[src/rtl/seg7_pkg.sv]
// Shared segment definitions for the 7-segment scan driver: bit positions
// on the segment bus and the hex glyph table (active-high, a..g).
package seg7_pkg;

  localparam int SEG_A  = 0;
  localparam int SEG_B  = 1;
  localparam int SEG_C  = 2;
  localparam int SEG_D  = 3;
  localparam int SEG_E  = 4;
  localparam int SEG_F  = 5;
  localparam int SEG_G  = 6;
  localparam int SEG_DP = 7;

  // Literal MSB lands on index 0, so each entry reads left to right as a..g.
  localparam logic [0:6] HEX_TABLE [16] = '{
    7'b1111110, 7'b0110000, 7'b1101101, 7'b1111001,
    7'b0110011, 7'b1011011, 7'b1011111, 7'b1110000,
    7'b1111111, 7'b1110011, 7'b1110111, 7'b0011111,
    7'b1001110, 7'b0111101, 7'b1001111, 7'b1000111
  };

  function automatic logic [0:6] hex_to_seg(input logic [3:0] nibble);
    return HEX_TABLE[nibble];
  endfunction

endpackage

[src/rtl/seg7_hex_decode.sv]
// Combinational hex nibble to active-low a..g segment pattern.
module seg7_hex_decode
  import seg7_pkg::*;
(
  input  logic [3:0] nibble,
  output logic [0:6] seg_n
);

  assign seg_n = ~hex_to_seg(nibble);

endmodule

[src/rtl/seg7_scan_driver.sv]
// Time-multiplexed common-anode 7-segment driver with per-frame snapshot,
// decimal points, blanking, leading-zero suppression and an anode guard gap.
module seg7_scan_driver
  import seg7_pkg::*;
#(
  parameter int DIGITS   = 4,
  parameter int SCAN_DIV = 50000,
  parameter int GUARD    = 2
) (
  input  logic                  clk,
  input  logic                  rst_n,
  input  logic                  enable,
  input  logic [4*DIGITS-1:0]   value,
  input  logic [DIGITS-1:0]     dp_in,
  input  logic [DIGITS-1:0]     blank_in,
  input  logic                  lz_suppress,
  output logic [0:7]            seg_n,
  output logic [DIGITS-1:0]     an_n,
  output logic                  frame_tick
);

  localparam int CNT_W = $clog2(SCAN_DIV);
  localparam int IDX_W = (DIGITS > 1) ? $clog2(DIGITS) : 1;

  logic [CNT_W-1:0]    cnt;
  logic [IDX_W-1:0]    idx;
  logic [4*DIGITS-1:0] snap;
  logic [DIGITS-1:0]   dp_snap;
  logic [DIGITS-1:0]   blank_snap;
  logic                lz_snap;

  logic cnt_last;
  logic idx_last;
  logic frame_start;
  logic in_guard;

  assign cnt_last    = (cnt == CNT_W'(SCAN_DIV - 1));
  assign idx_last    = (idx == IDX_W'(DIGITS - 1));
  assign frame_start = enable && (cnt == '0) && (idx == '0);
  assign in_guard    = (cnt < CNT_W'(GUARD));

  // NOTE: sequential state uses non-blocking assignments so every register
  // samples pre-edge values regardless of process ordering.
  always_ff @(posedge clk or negedge rst_n) begin
    if (!rst_n) begin
      cnt <= '0;
      idx <= '0;
    end else if (!enable) begin
      cnt <= '0;
      idx <= '0;
    end else if (cnt_last) begin
      cnt <= '0;
      idx <= idx_last ? '0 : idx + 1'b1;
    end else begin
      cnt <= cnt + 1'b1;
    end
  end

  // Inputs are frozen once per frame so a mid-frame update cannot tear it.
  always_ff @(posedge clk or negedge rst_n) begin
    if (!rst_n) begin
      snap       <= '0;
      dp_snap    <= '0;
      blank_snap <= '0;
      lz_snap    <= 1'b0;
    end else if (frame_start) begin
      snap       <= value;
      dp_snap    <= dp_in;
      blank_snap <= blank_in;
      lz_snap    <= lz_suppress;
    end
  end

  logic [DIGITS-1:0] lz_mask;
  logic              higher_nonzero;

  // NOTE: every always_comb output gets a default first so no path can
  // leave it unassigned and infer a latch.
  always_comb begin
    lz_mask        = '0;
    higher_nonzero = 1'b0;
    for (int i = DIGITS - 1; i >= 1; i--) begin
      higher_nonzero = higher_nonzero | (snap[4*i +: 4] != 4'd0);
      lz_mask[i]     = lz_snap & ~higher_nonzero;
    end
  end

  logic [3:0] nibble;
  logic       dp_sel;
  logic       blank_sel;
  logic       lz_sel;

  always_comb begin
    nibble    = '0;
    dp_sel    = 1'b0;
    blank_sel = 1'b0;
    lz_sel    = 1'b0;
    for (int i = 0; i < DIGITS; i++) begin
      if (idx == IDX_W'(i)) begin
        nibble    = snap[4*i +: 4];
        dp_sel    = dp_snap[i];
        blank_sel = blank_snap[i];
        lz_sel    = lz_mask[i];
      end
    end
  end

  logic [0:6] digit_seg_n;

  seg7_hex_decode u_decode (
    .nibble (nibble),
    .seg_n  (digit_seg_n)
  );

  logic [0:7] seg_next;

  // A suppressed digit keeps its decimal point; a blanked digit does not.
  always_comb begin
    seg_next = '1;
    if (!blank_sel) begin
      if (!lz_sel) seg_next[SEG_A:SEG_G] = digit_seg_n;
      seg_next[SEG_DP] = ~dp_sel;
    end
  end

  always_ff @(posedge clk or negedge rst_n) begin
    if (!rst_n) begin
      seg_n      <= '1;
      an_n       <= '1;
      frame_tick <= 1'b0;
    end else begin
      frame_tick <= frame_start;
      if (!enable || in_guard) begin
        seg_n <= '1;
        an_n  <= '1;
      end else begin
        seg_n <= seg_next;
        an_n  <= ~(DIGITS'(1) << idx);
      end
    end
  end

endmodule

[config.mk]
export PLATFORM = sky130hd
export DESIGN_NAME = seg7_scan_driver
export DESIGN_NICKNAME = d
export VERILOG_FILES = /design/src/rtl/seg7_pkg.sv /design/src/rtl/seg7_hex_decode.sv /design/src/rtl/seg7_scan_driver.sv
export SDC_FILE = /design/constraint.sdc
export NUM_CORES = 1
export LEC_CHECK = 0
export CORE_MARGIN = 2
export CORE_UTILIZATION = 30
export DETAILED_ROUTE_END_ITERATION = 16
export SLEW_MARGIN = 20
export SYNTH_ARGS = -nofsm -noshare
export SYNTH_HDL_FRONTEND = slang
export SYNTH_SLANG_ARGS = --single-unit
[constraint.sdc]
create_clock -name clk -period 2.7 [get_ports clk]
set_clock_uncertainty 0.05 [all_clocks]
set_input_delay 0.675 -clock clk [delete_from_list [all_inputs] [get_ports clk]]
set_output_delay 0.675 -clock clk [all_outputs]
set_load 0.1 [all_outputs]
==> results.md, run 1 <==
- Outcome: finished clean
- Pint: around 1.5 mW
- Rel. slew slack: 0.669
- Clock share of power: 0.252
- Final Critical Period: approximately 2.4 ns
- Die Height: 102 um
- Hold crit path type: in -> async
- Most common cell after layout, fill and taps aside: dfrtp_1
- Element type at the critical path end: flop
- Crit path max-delay cell type: dfrtp_1
- Area Overhead vs Synth: 22.6%
- Tcrit/Tclk final: 0.884
- DRT Wirelength: roughly 6 mm
- FP Rows: 35
- CP max stage delay: ~0.43 ns
- Max cap viols: 0
- Antenna diodes: 0
- Switching power: ~0.66 mW
- WP data required: 2.86 ns
- Post-synth EDFFs: 0
- Cts bufs inserted: 5
- Async SR Flop Fraction: 1.00
- TNS Setup: 0 ns
- GR Util All Layers: 0.122
- Filler Cell Count: 957
- Remaining Overflow, GRT: 0
- First-pass GRT wire length: around 10 mm
- Max IR drop VDD: around 270 uV
- Main synth FF type: dfrtp_1
- Die Wd: 102 um
- Setup violators final: 0
- DP Worst Slack: 0.218 ns
- Postcts setup bufs: 0
- Drt wl/cell: approximately 14 um
- Core ar.: 9280 um^2
- Net Sw Frac: 0.306
- CTS sink cnt: 56
- Clk_lat worst skew: between 0.3 and 0.4 ns
- Distinct cell type count after synthesis: 47
- Vias/cell: 4.66
- Vias in the first global route: roughly 2100
- 1st-pass router iterations: 4
- Slew Limit Fails: 0
- Clock Tree Buf Depth: 2
- Avg Cell Area, Syn: ~11 um^2
- Final Hold Fails: 0
- #FFs+latches synth: 56
- Seq/Total Area, Yosys: 0.490
- Post-synthesis cell count: ~260
- Remaining DRCs: 0
- FF+latch area: between 1000 and 1500 um^2
- Via Count: 2036
- Root buf cell: clkbuf_8
- Starting DRC count in detailed routing: between 50 and 60
- Setup Crit Path Kind: reg -> reg
- Critical Path, Cell by Cell: inv_1 > ha_1 > nand2_1 > a31oi_1 > inv_1 > ha_1 > inv_1 > nand3_1 > a21oi_1 > o31ai_1
- Flop pwr share: 0.479
- Lkg Pwr: 1.50 nW
- Io pins: a little over 40
- Post-Syn Area: 2890 um^2
- Initial antenna violation count: 0
- H-tree Lvls: 2
- Largest net degree at the start of global routing: 37
- Gpl congestion: 0.826
- Initial Utilization: 0.311
- Hpwl dp: 4.48 mm
- Pwr dens: 607 nW/um^2
- Port buffer count: 40
- Slack of the critical path: about 0.31 ns
- Final net count: 347
- Slew @ Worst Pin: ~0.5 ns
- Total Die Area: ~10000 um^2
- Crit-path most repeated cell: inv_1
- Worst-path clk slew: 0.11 ns
- Multi-input gate area: about 1400 um^2
- RSZ-0062 raised after global routing: no
- Max Freq: about 420 MHz
- CP startpoint kind: flop
- CTS tree: built
- ANT nets after route: 0
- Synth warnings: 0
- Most frequent cells in the layout: dfrtp_1 (44), nand2_1 (28), clkdlybuf4s50_1 (26)
- Combinational Power Share: 0.269
- Proportion of layout cells with a drive suffix above 1: 0.224
- Crit path DAT: about 2.5 ns
- Maximum fanout along the worst path: 14
- Synth Net Count: a little under 300
-- path summary, 6_finish.rpt --
kind | startpoint | to | slack (ns) | depth (start not counted)
worst max-delay path | idx[1] | seg_n[3] | 0.31 | 10
worst min-delay path | rst_n | cnt[7] | 0.26 | 1
worst max register to register | idx[1] | seg_n[3] | 0.31 | 10
worst min register to register | dp_snap[0] | dp_snap[0] | 0.48 | 1
max in group asynchronous | rst_n | an_n[1] | 1.71 | 2
min in group clk | dp_snap[0] | dp_snap[0] | 0.48 | 1
-- Yosys cell counts, drive strengths merged, types with 7 or more instances --
master,n,area (um^2)
nand2,28,105
inv,13,48.8
mux2,23,315
nor2,20,91.3
nor3,8,40.0
dfrtp,44,1100
a21oi,10,50.1
xor2,9,78.8
nand3,10,50.1
ha,12,150
buf,7,60.1
o21ai,7,35.0
dfstp,12,315
-- registers in the layout (all words and copies together), names as in the netlist --
| signal | cells |
|---|---|
| cnt | 16 |
| snap | 16 |
| seg_n | 8 |
| an_n | 4 |
| blank_snap | 4 |
| dp_snap | 4 |
| idx | 2 |
| frame_tick | 1 |
| lz_snap | 1 |
-- stage by stage --
step / utilization / instances / hold WS, ns / area, um^2 / power, mW
floorplan: - / 258 / 0.329 / 2890 / 1.45
global placement: 0.370 / 429 / 0.445 / 3440 / 1.61
detailed placement: 0.370 / 429 / 0.458 / 3440 / 1.63
CTS: 0.382 / 437 / 0.278 / 3540 / 2.18
global route: 0.382 / 437 / 0.302 / 3540 / 2.27
finish: 0.382 / 437 / 0.261 / 3540 / 2.15
-- power groups by stage --
| stage | registers [mW] | logic [mW] | clock network, mW |
|---|---|---|---|
| final | 1.03 | 0.579 | 0.543 |
| after global routing | 1.04 | 0.632 | 0.594 |
| after CTS | 1.03 | 0.580 | 0.565 |
| after detailed placement | 1.05 | 0.579 | 0 |
| after global placement | 1.04 | 0.565 | 0 |
| after floorplan | 1.11 | 0.337 | 0 |
-- metal layers --
metal,vias up,part of all wire,track usage
li1,1003,-,-
met4,0,0.010,0.0359
met1,984,0.48,0.168
met3,5,0.044,0.0287
met2,44,0.47,0.193
met5,-,0,0
-- cells by family after synthesis --
| kind of cell | after synthesis | synth area share |
|---|---|---|
| simple gates | 92 | 0.172 |
| compound gates | 39 | 0.0904 |
| xor+xnor | 14 | 0.0424 |
| fa+ha+maj | 12 | 0.0519 |
| flops | 56 | 0.490 |
| mux | 25 | 0.116 |
| buf+inv | 20 | 0.0376 |
-- what timing repair did --
item                       4_1_cts  5_1_grt
setup endpoints to repair        0        2
gates resized for setup          0        1
hold buffers                     0        0
-- layout make-up --
type / instances / share of cell area
Clock buffer: 7 / 0.0215
Clock inverter: 1 / 0.00847
Inverter: 13 / 0.0138
Multi-Input combinational cell: 182 / 0.386
Sequential cell: 56 / 0.400
Tap cell: 129 / 0.0455
Timing Repair Buffer: 49 / 0.125
-- critical path: cells and delay by family (launching register included) --
kind / cells / cell delay, ns
adder cells (fa/ha/maj): 2 / 0.74
buffers and inverters: 3 / 0.30
AND/OR/NAND/NOR: 2 / 0.16
flip-flops: 1 / 0.43
AO/OA/AOI/OAI: 3 / 0.60
Power figures use the tool's default switching activity.
==> inputs of run 2 (changes only) <==
==> constraint.sdc (replaced) <==
create_clock -name clk -period 2.7 [get_ports clk]
set_clock_uncertainty 0.05 [all_clocks]
set_input_delay 0.54 -clock clk [delete_from_list [all_inputs] [get_ports clk]]
set_output_delay 0.54 -clock clk [all_outputs]
set_load 0.1 [all_outputs]
==> results.md, run 2 (same netlist as run 1, synthesis figures left out) <==
- Via Count: 2005 (was 2036)
- Rel. slew slack: 0.682 (was 0.669)
- Worst r2r src: idx[0] (was idx[1])
- Maximum fanout along the worst path: 10 (was 14)
- Die Height: 102 um (unchanged)
- Final Instance Area: 3510 um^2 (was 3540 um^2)
- Initial antenna violation count: 0 (unchanged)
- Most common cell after layout, fill and taps aside: dfrtp_1 (unchanged)
- Most frequent cells in the layout: dfrtp_1 (44), nand2_1 (28), clkdlybuf4s50_1 (26) (unchanged)
- Vias/cell: 4.61 (was 4.66)
- Max Freq: 421 MHz (was 419 MHz)
- Remaining DRCs: 0 (unchanged)
- DP Worst Slack: 0.367 ns (was 0.218 ns)
- Element type at the critical path end: flop (unchanged)
- Core ar.: 9280 um^2 (unchanged)
- Dpl cells: 427 (was 429)
- Cell family with most CP delay: adder cells (unchanged)
- Final Hold Fails: 0 (unchanged)
- Hpwl dp: 4.17 mm (was 4.48 mm)
- Flop pwr share: 0.495 (was 0.479)
- Buf/Inv on CP: 3 (unchanged)
- Vias in the first global route: 1955 (was 2087)
- Antenna diodes: 0 (unchanged)
- Worst hold margin: 0.166 ns (was 0.261 ns)
- ANT nets after route: 0 (unchanged)
- Hold crit path type: in -> async (unchanged)
- Initial Utilization: 0.311 (unchanged)
- CTS sink cnt: 56 (unchanged)
- Clk_lat worst skew: 0.30 ns (was 0.31 ns)
- Final Critical Period: 2.37 ns (was 2.39 ns)
- WP data required: 2.87 ns (was 2.86 ns)
- Drt wl/cell: 13.1 um (was 13.6 um)
- Setup Crit Path Kind: reg -> reg (unchanged)
- Max cap viols: 0 (unchanged)
- Crit path DAT: 2.54 ns (about the same)
- H-tree Lvls: 2 (unchanged)
- # hold bufs at CTS: 0 (unchanged)
- DRT Wirelength: 5.70 mm (was 5.95 mm)
- Slew Limit Fails: 0 (unchanged)
- CP startpoint kind: flop (unchanged)
- Util after Layout: 0.379 (was 0.382)
- Proportion of layout cells with a drive suffix above 1: 0.219 (was 0.224)
- Switching power: 0.660 mW (was 0.658 mW)
- CTS tree: built (unchanged)
- First-pass GRT wire length: 9.56 mm (was 10.0 mm)
- Crit path max-delay cell type: dfrtp_1 (unchanged)
- Dpl cell area: 3420 um^2 (was 3440 um^2)
- Total Die Area: 10400 um^2 (unchanged)
- Critical Path, Cell by Cell: inv_1 > ha_1 > nand2b_1 > o22ai_1 > a31oi_1 > inv_1 > ha_1 > inv_1 > nand3_1 > a21oi_1 > o31ai_1 (was inv_1 > ha_1 > nand2_1 > a31oi_1 > inv_1 > ha_1 > inv_1 > nand3_1 > a21oi_1 > o31ai_1)
- Root buf cell: clkbuf_8 (unchanged)
- 1st-pass router iterations: 4 (unchanged)
- Pwr dens: 592 nW/um^2 (was 607 nW/um^2)
- Io pins: 41 (unchanged)
- Worst-path clk slew: 0.10 ns (was 0.11 ns)
- Crit-path most repeated cell: inv_1 (unchanged)
- Tcrit/Tclk final: 0.879 (was 0.884)
- FP Rows: 35 (unchanged)
- Clock Tree Buf Depth: 2 (unchanged)
- Die Wd: 102 um (unchanged)
- Combinational Power Share: 0.276 (was 0.269)
- Starting DRC count in detailed routing: 61 (was 58)
- Port buffer count: 40 (unchanged)
- Pwr Total: 2.08 mW (was 2.15 mW)
- # resized after CTS: 0 (unchanged)
- Max IR drop VDD: 267 uV (was 268 uV)
- Setup violators final: 0 (unchanged)
- Net Sw Frac: 0.317 (was 0.306)
- RSZ-0062 raised after global routing: no (unchanged)
- Remaining Overflow, GRT: 0 (unchanged)
- Slack of the critical path: 0.326 ns (was 0.313 ns)
- Final net count: 345 (was 347)
- Outcome: finished clean (unchanged)
- Clock share of power: 0.229 (was 0.252)
- Critical Path Source: idx[0] (was idx[1])
- CP max stage delay: 0.43 ns (about the same)
- TNS Setup: 0 ns (unchanged)
- Gpl congestion: 0.888 (was 0.826)
- Lkg Pwr: 1.48 nW (was 1.50 nW)
- Largest registers: cnt (16), snap (16), seg_n (8) (unchanged)
- Cts bufs inserted: 5 (unchanged)
- Slew @ Worst Pin: 0.476 ns (was 0.497 ns)
- Area Overhead vs Synth: 21.5% (was 22.6%)
- Final cell count without fillers: 435 (was 437)
- Postcts setup bufs: 0 (unchanged)
- GR Util All Layers: 0.116 (was 0.122)
- Largest net degree at the start of global routing: 57 (was 37)
- Pint: 1.42 mW (was 1.49 mW)
## run 2: changes by cell type in the layout (fill, tap and decap cells not counted), sizes merged
cell      before  now
bufinv         1    0
buf           23   21
clkinvlp       0    1
## run 2: power by group through the flow
stage | clock (mW) | combinational, mW | sequential [mW]
after floorplan | 0 | 0.337 | 1.11
after global placement | 0 | 0.563 | 1.04
after detailed placement | 0 | 0.570 | 1.05
after CTS | 0.499 | 0.573 | 1.03
after global routing | 0.529 | 0.623 | 1.04
final | 0.477 | 0.574 | 1.03
## run 2: worst register-to-register path, delay by kind of cell (launching register included)
| family | cells | cell delay, ns |
|---|---|---|
| fa+ha+maj | 2 | 0.65 |
| flops | 1 | 0.43 |
| simple gates | 2 | 0.26 |
| compound gates | 4 | 0.62 |
| buf+inv | 3 | 0.28 |
## run 2: final cells by class
class,count,area (um^2)
Sequential cell,56,1420
Inverter,13,48.8
Clock inverter,1,7.51
Tap cell,129,161
Multi-Input combinational cell,182,1370
Timing Repair Buffer,47,428
Fill cell,965,5770
Clock buffer,7,86.3
## run 2: path summary, 6_finish.rpt
check	endpoint	depth (start not counted)	slack (ns)
max in group asynchronous	seg_n[4]	2	2.13
max	seg_n[3]	11	0.33
min reg2reg	cnt[0]	1	0.48
min in group clk	cnt[0]	1	0.48
min	cnt[5]	2	0.17
max reg2reg	seg_n[3]	11	0.33
## run 2: routing by layer
| layer | vias to the layer above | GRT usage | wire [um] |
|---|---|---|---|
| met5 | - | 0 | 0 |
| met4 | 0 | 0.0308 | 35 |
| met3 | 5 | 0.0246 | 243 |
| met2 | 40 | 0.185 | 2630 |
| met1 | 965 | 0.162 | 2790 |
| li1 | 995 | - | - |
==> inputs of run 3 (changes only) <==
--- a/config.mk
+++ b/config.mk
@@ -7,6 +7,7 @@
 export LEC_CHECK = 0
 export CORE_MARGIN = 2
 export CORE_UTILIZATION = 30
+export CTS_CLUSTER_DIAMETER = 60
 export DETAILED_ROUTE_END_ITERATION = 16
 export SLEW_MARGIN = 20
 export SYNTH_ARGS = -nofsm -noshare
==> results of run 3 <==
Same layout as run 2: the final DEF is identical, and so are final timing and power.
==> variant 1 (settings of run 3) <==
Register the output `seg_n` once more, cleared by the reset; this adds one clock of latency there. The other outputs are not delayed to match.
--- a/src/rtl/seg7_scan_driver.sv
+++ b/src/rtl/seg7_scan_driver.sv
@@ -21,6 +21,8 @@
 
   localparam int CNT_W = $clog2(SCAN_DIV);
   localparam int IDX_W = (DIGITS > 1) ? $clog2(DIGITS) : 1;
+
+  logic [0:7] seg_n_s0;
 
   logic [CNT_W-1:0]    cnt;
   logic [IDX_W-1:0]    idx;
@@ -125,20 +127,28 @@
 
   always_ff @(posedge clk or negedge rst_n) begin
     if (!rst_n) begin
-      seg_n      <= '1;
+      seg_n_s0   <= '1;
       an_n       <= '1;
       frame_tick <= 1'b0;
     end else begin
       frame_tick <= frame_start;
       if (!enable || in_guard) begin
-        seg_n <= '1;
+        seg_n_s0 <= '1;
         an_n  <= '1;
       end else begin
-        seg_n <= seg_next;
+        seg_n_s0 <= seg_next;
         an_n  <= ~(DIGITS'(1) << idx);
       end
     end
   end
 
+  always_ff @(posedge clk or negedge rst_n) begin
+    if (!rst_n) begin
+      seg_n <= '0;
+    end else begin
+      seg_n <= seg_n_s0;
+    end
+  end
+
 endmodule
 
Behaviour: not the same (Yosys sat finds a counterexample within 4 cycles, from zero or initial values and one cycle with rst_n low).
==> variant 1 against run 3 <==
Power rose by 26%. Sequential cell count grew 8. Final area grew 9.6%. Maximum frequency rose by 1.9%. Non-clock buffer count did not move. Wire length up 8.0%. Clock power increased by 86%. Area after synthesis increased by 6.9%. Worst setup slack better by 45 ps. Largest cell class unchanged. Largest power group unchanged.
==> variant 1: results (changes against run 3) <==
Power
The static leakage is 1.624 nW (+9.6%). The reported net switching power came to 0.7656 mW (+16%). The fraction of power consumed by combinational cells is 0.221 (-0.055). The internal power component was 1.861 mW (+31%). The power dissipated in sequential cells came to 1.16 mW (+13%).

Critical path
The register-to-register setup slack is 370 ps (+40 ps). In this run the worst setup path begins at idx[1]$_DFFE_PN0P_. The total buffers and inverters traversed by the critical path is 2 (-1). The number of cells traversed by the worst register-to-register path came to 9 (-2). The arrival time at the worst endpoint was 2530 ps (about the same). The biggest cell delay along the critical path was 410 ps (-20 ps). The maximum fanout along the worst path is 14 (+4).

Layout
The number of standard cells in the layout, taps in and fillers out came to 458 (+5.3%). The post-layout net count was 357 (+3.5%). The layout cell share with drive strength beyond 1 is 0.2329 (+0.01397).

Logic synthesis
The total nets after synthesis is 306 (+2.7%). The commonest cells after synthesis are sky130_fd_sc_hd__dfrtp_1, sky130_fd_sc_hd__nand2_1, sky130_fd_sc_hd__nor2_1. After synthesis, the cell types taking the most area are sky130_fd_sc_hd__dfrtp_1, sky130_fd_sc_hd__dfstp_2, sky130_fd_sc_hd__mux2_4. The sequential-to-total area share from yosys stat is 0.5229 (+0.03303).

Timing
The transition time at the pin with the least slew margin is 489.9 ps (+13.49 ps). The final-layout worst hold slack is 96.15 ps (-70.03 ps). The final critical-path share of the clock period came to 0.8625 (-0.01656).

Run status
The flow ran to the end, and the final reports show no timing, DRC or antenna violations.

CTS
The number of buffers created by CTS came to 9 (+4). The clock-pin slew of the registers on the worst-case setup and hold paths came to 80 ps (-20 ps). The clock latency of the later-clocked register in the worst-skew pair was 350 ps (+50 ps).

Placed design
The placed instance count is 442 (+3.5%). The worst setup slack after placement is 350.8 ps (-16.36 ps). The placed cell area is 3642 um2 (+6.5%). The detailed placer's ending HPWL is 4521 um (+8.3%).

Route
The detailed-route wire length is 6158 um (+8.0%). The number of violations reported at the end of detailed-routing iteration 0 is 58 (-4.9%). The total via count in the routed design is 2,118 (+5.6%).

Global routing
The wire length of the first global-routing pass was 10,720 um (+12%). The all-layer global routing usage is 0.1223 (+0.006054). The maximum number of pins on one net before global-route repair is 45 (-21%).

The number of global-route vias before repair is 2,169 (+11%).
## variant 1: cell types whose count changed after synthesis
| cell | change |
|---|---|
| sky130_fd_sc_hd__dfrtp_1 | +8 |
## variant 1: final cells by class
class	instances	area [um2]
tap	136	170.2
fill	1038	6331
clock buffer	10	127.6
timing repair buffer	47	440.4
clock inverter	6	83.83
sequential	64	1617
inverter	13	48.80
multi-input combinational	182	1366
## variant 1: cell families after synthesis
| kind of cell | Yosys count | synth area share |
|---|---|---|
| buffers and inverters | 20 | 0.03521 |
| muxes | 25 | 0.1085 |
| xor gates and xnor gates | 14 | 0.03966 |
| and+or+nand+nor | 92 | 0.1607 |
| adders and majority gates | 12 | 0.04856 |
| AOI/OAI and AO/OA | 39 | 0.08458 |
| DFF | 64 | 0.5229 |
## variant 1: metal layers
layer / up-vias / share of wire / global-route usage
met2: 50 / 0.44 / 0.1783
met1: 1023 / 0.50 / 0.1696
met3: 11 / 0.037 / 0.02288
li1: 1034 / - / -
met5: - / 0 / 0
met4: 0 / 0.027 / 0.07049
==> variant 2 (settings of run 3) <==
Made on the original files. Set the parameter `DIGITS` to 2 (it was 4).
--- a/src/rtl/seg7_scan_driver.sv
+++ b/src/rtl/seg7_scan_driver.sv
@@ -3,7 +3,7 @@
 module seg7_scan_driver
   import seg7_pkg::*;
 #(
-  parameter int DIGITS   = 4,
+  parameter int DIGITS   = 2,
   parameter int SCAN_DIV = 50000,
   parameter int GUARD    = 2
 ) (
Interface: changed (resized an_n, blank_in, dp_in and value); port bits go from 41 to 27. No check against the original RTL was run, so the function may have changed too.
==> variant 2 against run 3 <==
Worst setup slack better by 360 ps. Power is 21% lower. Wire length fell by 29%. Global-route usage is essentially flat. Area after synthesis decreased by 27%. Combinational power decreased by 27%. Clock power grew 4.4%. First-iteration DRC count rose by 56%. Critical path depth down 6. Sequential cell count shrank 15. Maximum frequency up 18%. Via count decreased by 27%. Final area is 27% lower. Largest cell class unchanged.
==> variant 2: results (changes against run 3) <==
Run status
The flow ran to the end, and the final reports show no timing, DRC or antenna violations.

Global routing
The maximum number of pins on one net before global-route repair was 42 (-26%). The met3 demand-to-capacity share in global routing is 0.03582 (+0.01119). The met2 global-route usage is 0.1756 (-0.009097).

Power
The worst-case vdd ir drop was 247.1 uV (-7.4%). The static leakage is 1.060 nW (-28%). The clock network fraction of design power is 0.303 (+0.074). The power dissipated in sequential cells is 0.724 mW (-30%). The overall power after layout came to 1.642 mW (-21%).

Route
The per-cell routed wire length is 12.82 um (-2.2%). The routed length on met1 was 1921 um (-31%). The met3 wire length is 216 um (-11%).

The number of violations reported at the end of detailed-routing iteration 0 is 95 (+56%).

Layout
The number of clock buffers in the layout was 5 (-2). The post-layout net count was 243 (-30%). The number of signal-net inverters in the final layout is 11 (-2).

The utilization after layout came to 0.3762 (-0.002381). The largest registers in the layout are cnt x16, seg_n x8, snap x8. The sequential portion of the cell area was 0.4041 (+0.001101). The number of inserted filler cells in the final layout came to 716 (-26%).

Placed design
The detailed placer's ending HPWL is 2958 um (-29%). The count of input and output buffers came to 26 (-35%). The final RePlAce weighted congestion is 0.8032 (-9.5%).

CTS
The clock-pin slew of the registers on the worst-case setup and hold paths is 80 ps (-20 ps).

Critical path
The terminus of the critical flop-to-flop path is snap[3]$_DFFE_PN0P_. The source of the critical timing path is cnt[9]$_DFF_PN0_. The cell type group with the largest total delay on the critical path is simple AND/OR/NAND/NOR gates. The biggest cell delay along the critical path came to 460 ps (+30 ps). The maximum fanout along the worst path is 14 (+4).

Logic synthesis
The commonest cells after synthesis are sky130_fd_sc_hd__dfrtp_1, sky130_fd_sc_hd__nor2_1, sky130_fd_sc_hd__inv_1, sky130_fd_sc_hd__nand2_1. After synthesis, the cell types taking the most area are sky130_fd_sc_hd__dfrtp_1, sky130_fd_sc_hd__dfstp_2, sky130_fd_sc_hd__mux2_4.
[variant 2: cell types whose count changed after synthesis, sizes merged, moves of 6 or more]
cell,before,now
xor2,9,3
nand2,28,11
dfrtp,44,31
mux2,23,15
a21oi,10,1
[variant 2: worst max-delay path by stage]
stage                           endpoint  slack, ps  cells after the start
2_1_floorplan  blank_snap[0]$_DFFE_PN0P_        850                      5
3_3_place_gp         snap[2]$_DFFE_PN0P_        570                      5
3_5_place_dp         snap[3]$_DFFE_PN0P_        540                      5
4_1_cts              snap[3]$_DFFE_PN0P_        690                      5
5_1_grt              snap[3]$_DFFE_PN0P_        550                      5
6_report             snap[3]$_DFFE_PN0P_        690                      5
[variant 2: kinds of logic after synthesis]
| group | synth area share |
|---|---|
| and+or+nand+nor | 0.2020 |
| adders and majority gates | 0.04122 |
| muxes | 0.1143 |
| buffers and inverters | 0.04181 |
| DFF | 0.4888 |
| AOI/OAI and AO/OA | 0.05830 |
| xor gates and xnor gates | 0.05359 |
